<file path="config.mk">
export PLATFORM = sky130hd
export DESIGN_NAME = fib_result_buffer
export DESIGN_NICKNAME = d
export VERILOG_FILES = /design/src/rtl/fib_result_buffer.sv
export SDC_FILE = /design/constraint.sdc
export NUM_CORES = 1
export LEC_CHECK = 0
export BUFFER_PORTS_ARGS = -buffer_cell sky130_fd_sc_hd__buf_2
export CORE_MARGIN = 2
export CORE_UTILIZATION = 50
export DETAILED_ROUTE_END_ITERATION = 10
export PLACE_DENSITY = 0.68
export SLEW_MARGIN = 0
export SYNTH_ARGS = -nofsm -noshare
export SYNTH_HDL_FRONTEND = slang
export SYNTH_SLANG_ARGS = --single-unit
</file>
<file path="constraint.sdc">
create_clock -name clk -period 10.85 [get_ports clk]
set_input_delay 2.17 -clock clk [delete_from_list [all_inputs] [get_ports clk]]
set_output_delay 2.17 -clock clk [all_outputs]
set_load 0.05 [all_outputs]
</file>
<file path="src/rtl/fib_result_buffer.sv">
// Result FIFO behind the Fibonacci generator: captures single-cycle result pulses,
// re-presents them on valid/ready, and counts results dropped while full.
module fib_result_buffer #(
  parameter int DEPTH  = 8,
  parameter int DATA_W = 32,
  parameter int CNT_W  = 8
) (
  input  logic                       clk,
  input  logic                       rst,
  input  logic                       fib_valid_in,
  input  logic [DATA_W-1:0]          fib_data_in,
  output logic                       out_valid,
  input  logic                       out_ready,
  output logic [DATA_W-1:0]          out_data,
  output logic [$clog2(DEPTH+1)-1:0] level,
  output logic                       full,
  output logic                       empty,
  output logic                       overflow,
  output logic [CNT_W-1:0]           drop_count,
  input  logic                       clear_overflow
);

  localparam int PTR_W = $clog2(DEPTH);
  localparam int LVL_W = $clog2(DEPTH + 1);

  logic [DATA_W-1:0] mem [DEPTH];
  logic [PTR_W-1:0]  wr_ptr;
  logic [PTR_W-1:0]  rd_ptr;
  logic [LVL_W-1:0]  level_q;
  logic              overflow_q;
  logic [CNT_W-1:0]  drop_count_q;

  logic pop;
  logic push;
  logic drop;

  function automatic logic [CNT_W-1:0] sat_inc(input logic [CNT_W-1:0] v);
    return (&v) ? v : v + CNT_W'(1);
  endfunction

  // Status decode: purely from registered state.
  assign empty      = (level_q == '0);
  assign full       = (level_q == LVL_W'(DEPTH));
  assign level      = level_q;
  assign out_valid  = !empty;
  assign out_data   = empty ? '0 : mem[rd_ptr];
  assign overflow   = overflow_q;
  assign drop_count = drop_count_q;

  // A pop in the same cycle frees a slot on a full FIFO, so the push is kept.
  assign pop  = out_valid & out_ready;
  assign push = fib_valid_in & (!full | pop);
  assign drop = fib_valid_in & full & !pop;

  // Storage: data only, never reset.
  always_ff @(posedge clk) begin
    if (push && !rst) begin
      mem[wr_ptr] <= fib_data_in;
    end
  end

  // Pointer and occupancy control.
  always_ff @(posedge clk) begin
    if (rst) begin
      wr_ptr  <= '0;
      rd_ptr  <= '0;
      level_q <= '0;
    end else begin
      if (push) begin
        wr_ptr <= wr_ptr + PTR_W'(1);
      end
      if (pop) begin
        rd_ptr <= rd_ptr + PTR_W'(1);
      end
      if (push && !pop) begin
        level_q <= level_q + LVL_W'(1);
      end else if (pop && !push) begin
        level_q <= level_q - LVL_W'(1);
      end
    end
  end

  // Drop bookkeeping: a drop in the same cycle as a clear wins.
  always_ff @(posedge clk) begin
    if (rst) begin
      overflow_q   <= 1'b0;
      drop_count_q <= '0;
    end else if (drop) begin
      overflow_q   <= 1'b1;
      drop_count_q <= clear_overflow ? CNT_W'(1) : sat_inc(drop_count_q);
    end else if (clear_overflow) begin
      overflow_q   <= 1'b0;
      drop_count_q <= '0;
    end
  end

endmodule
</file>
==> qor.yml <==
run_status:
  status: "finished clean"
global_routing:
  grt_start_max_net_pins: 53
  gr-total-overflow: 0
  grt_pass1_vias: 5519
  grt_use_total_pct: 18.5
  grt_pass1_wl_um: 31300
  antenna_found_initial: 2
drt:
  num_vias: 5308
  drtIter0Drc: 312
  drt-vias-per-instance: 5.71
  routed_wl_um: 20600
  wl_per_cell_um: 22.2
  postRouteAntennaNets: 0
  dr.pass1.iters: 4
  drcViolationCount: 0
logic_synthesis:
  synth_area_um2: 10800
  synth_top_cell_area_share_pct: 71.3
  yosysSeqAreaShare_pct: 75.4
  synth_area_leader_cell: "edfxtp_1"
  synth_compound_area_share_pct: 1.54
  synthCells: 534
  synth_top_family_by_area: "multiplexers"
  synth_ff_type: "edfxtp_1"
  synth_fp_nets: 578
  async_flop_share_pct: 0
  synthAdderAreaFrac_pct: 0.882
  synthSimpleGateAreaFrac_pct: 3.66
  yosys-top-cells-area: "edfxtp_1 (71%), mux4_2 (13%), dfxtp_1 (4.1%)"
  ys_types: 43
  muxShareOfSynthArea_pct: 16.6
  synth_enable_flop_cells: 256
  synth_xor_area_share_pct: 0.569
  post_synth.cell_area_avg_um2: 20.2
  synth_warnings: 0
  ys_ff_latch: 278
power_and_ir_drop:
  power_density_nw_per_um2: 242
  peakVddDrop_v: 0.000188
  p_sw_share_pct: 32.7
  seqPwrFrac_pct: 41.6
  p_switching_w: 0.000982
  p_leak_nw: 4.05
  clkPwrFrac_pct: 29.7
  p_int_w: 0.00203
  combPwrFrac_pct: 28.7
sta:
  post-route-min-period_ns: 5.21
  finalSetupTns_ns: 0
  finalHoldViolations: 0
  worst_pin_slew_ns: 1.04
  slew_headroom_pct: 30.9
  setup_viol_count_final: 0
  slew_viol_final: 0
  timing.final.ws_setup_ns: 5.64
  min_period_over_period_pct: 48.0
  fmax_mhz: 192
  finClkSkew_ns: 0.0145
  rsz0062_at_grt: "no"
finish:
  fin_nets: 677
  drive_above_1_share_pct: 32.8
  fin_cells: 929
  layout_commonest_cell: "edfxtp_1"
  fin_util_pct: 59.0
  area_delta_synth_final_pct: 15.4
  layout_common_cells: "edfxtp_1 (256), buf_2 (84), mux4_2 (64), nor2_1 (49), mux2i_1 (34)"
floorplan:
  die_h_um: 151
  io_pins: 85
  dieArea_um2: 22700
  start_util_pct: 51.1
  die_x_um: 151
  core_um2: 21100
  fp-row-count: 53
clocking:
  postCtsHoldBufs: 0
  post_cts_buffers: 0
  ctsResizeCount: 0
  clockBufferDepth: 3
  cts_buffers: 28
  h-tree-depth: 1
  cts_sinks: 278
  root_buffer: "clkbuf_16"
  cts_tree: "built"
  clk_pin_slew_worst_paths_ns: 0.06
  insertion_delay_ns: 0.53
run:
  max_cap_violations: 0
placed_design:
  gp_congestion: 0.788
  pre_cts_ws_ns: 6.10
  place_inst: 878
  dp_hpwl_um: 11500
  io_buffers: 84
critical_path:
  cp_max_fo: 52
  crit_path_end_kind: "output pin"
  worstPathArrival_ns: 3.04
  required_ns: 8.68
  critical_path_class: "reg -> out"
  worstSetupStartpointType: "register"
worst_hold_path:
  hold_path.class: "reg -> reg"
-- layout make-up --
| class | instances | area, um2 |
|---|---|---|
| fill | 1572 | 8650 |
| sequential | 278 | 8130 |
| multi-input combinational | 223 | 2560 |
| clock buffer | 40 | 787 |
| timing repair buffer | 96 | 510 |
| tap | 275 | 344 |
| clock inverter | 9 | 65.1 |
| inverter | 6 | 27.5 |
| antenna | 2 | 5.00 |
-- registers in the layout (all words and copies together) (netlist names), named ones only --
signal and cells:
mem 256, rd_ptr 3, wr_ptr 3, overflow 1, drop_count 8, level 4
-- routing by layer --
layer  vias up  global-route usage [%]  wire (um)
met1      2757                    24.8       8440
met5         -                       0          0
met2       151                    31.7      10600
met3        35                    3.16       1210
met4         0                    4.91        394
li1       2365                       -          -
-- worst max-delay path, cell delays in order (launching register included) --
cell and delay, ns:
dfxtp_4 0.51, buf_4 0.85, mux4_2 0.61, mux2i_1 0.18, nor2_1 0.06, buf_2 0.25
-- power groups by stage --
| stage | logic, W | clock network, W | registers [W] |
|---|---|---|---|
| floorplan | 0.000693 | 0 | 0.00126 |
| global placement | 0.000866 | 0 | 0.00127 |
| detailed placement | 0.000876 | 0 | 0.00128 |
| CTS | 0.000877 | 0.000911 | 0.00125 |
| global route | 0.000920 | 0.000951 | 0.00126 |
| finish | 0.000863 | 0.000893 | 0.00125 |
-- synth_stat cells, drive strengths merged, types with 6 or more instances --
master	n
a21oi	9
edfxtp	256
mux2i	34
ha	6
mux4	64
nand3	7
nand2	9
clkbuf	16
buf	11
nor2	52
dfxtp	22
-- final timing paths --
path | startpoint | to | slack [ns] | cells past startpoint
max | register | out_data[11] | 5.64 | 5
min | overflow | overflow | 0.51 | 2
max reg2reg | level[0] | level[3] | 7.71 | 10
min reg2reg | overflow | overflow | 0.51 | 2
-- through the flow --
stage                     power, W  hold slack, ns  area, um2
after floorplan            0.00196           0.454      10800
after global placement     0.00214           0.463      11600
after detailed placement   0.00215           0.497      11600
after CTS                  0.00304           0.515      12400
after global routing       0.00313           0.538      12400
final                      0.00301           0.509      12400
-- cell families (layout without fill, tap and decap cells) --
kind of cell / count (synthesis) / in the layout
DFF: 278 / 278
AOI/OAI and AO/OA: 23 / 23
muxes: 99 / 99
xor gates and xnor gates: 7 / 7
buffers and inverters: 33 / 151
other: 0 / 2
adders and majority gates: 7 / 7
and+or+nand+nor: 87 / 87
(Power assumes the default switching activity.)
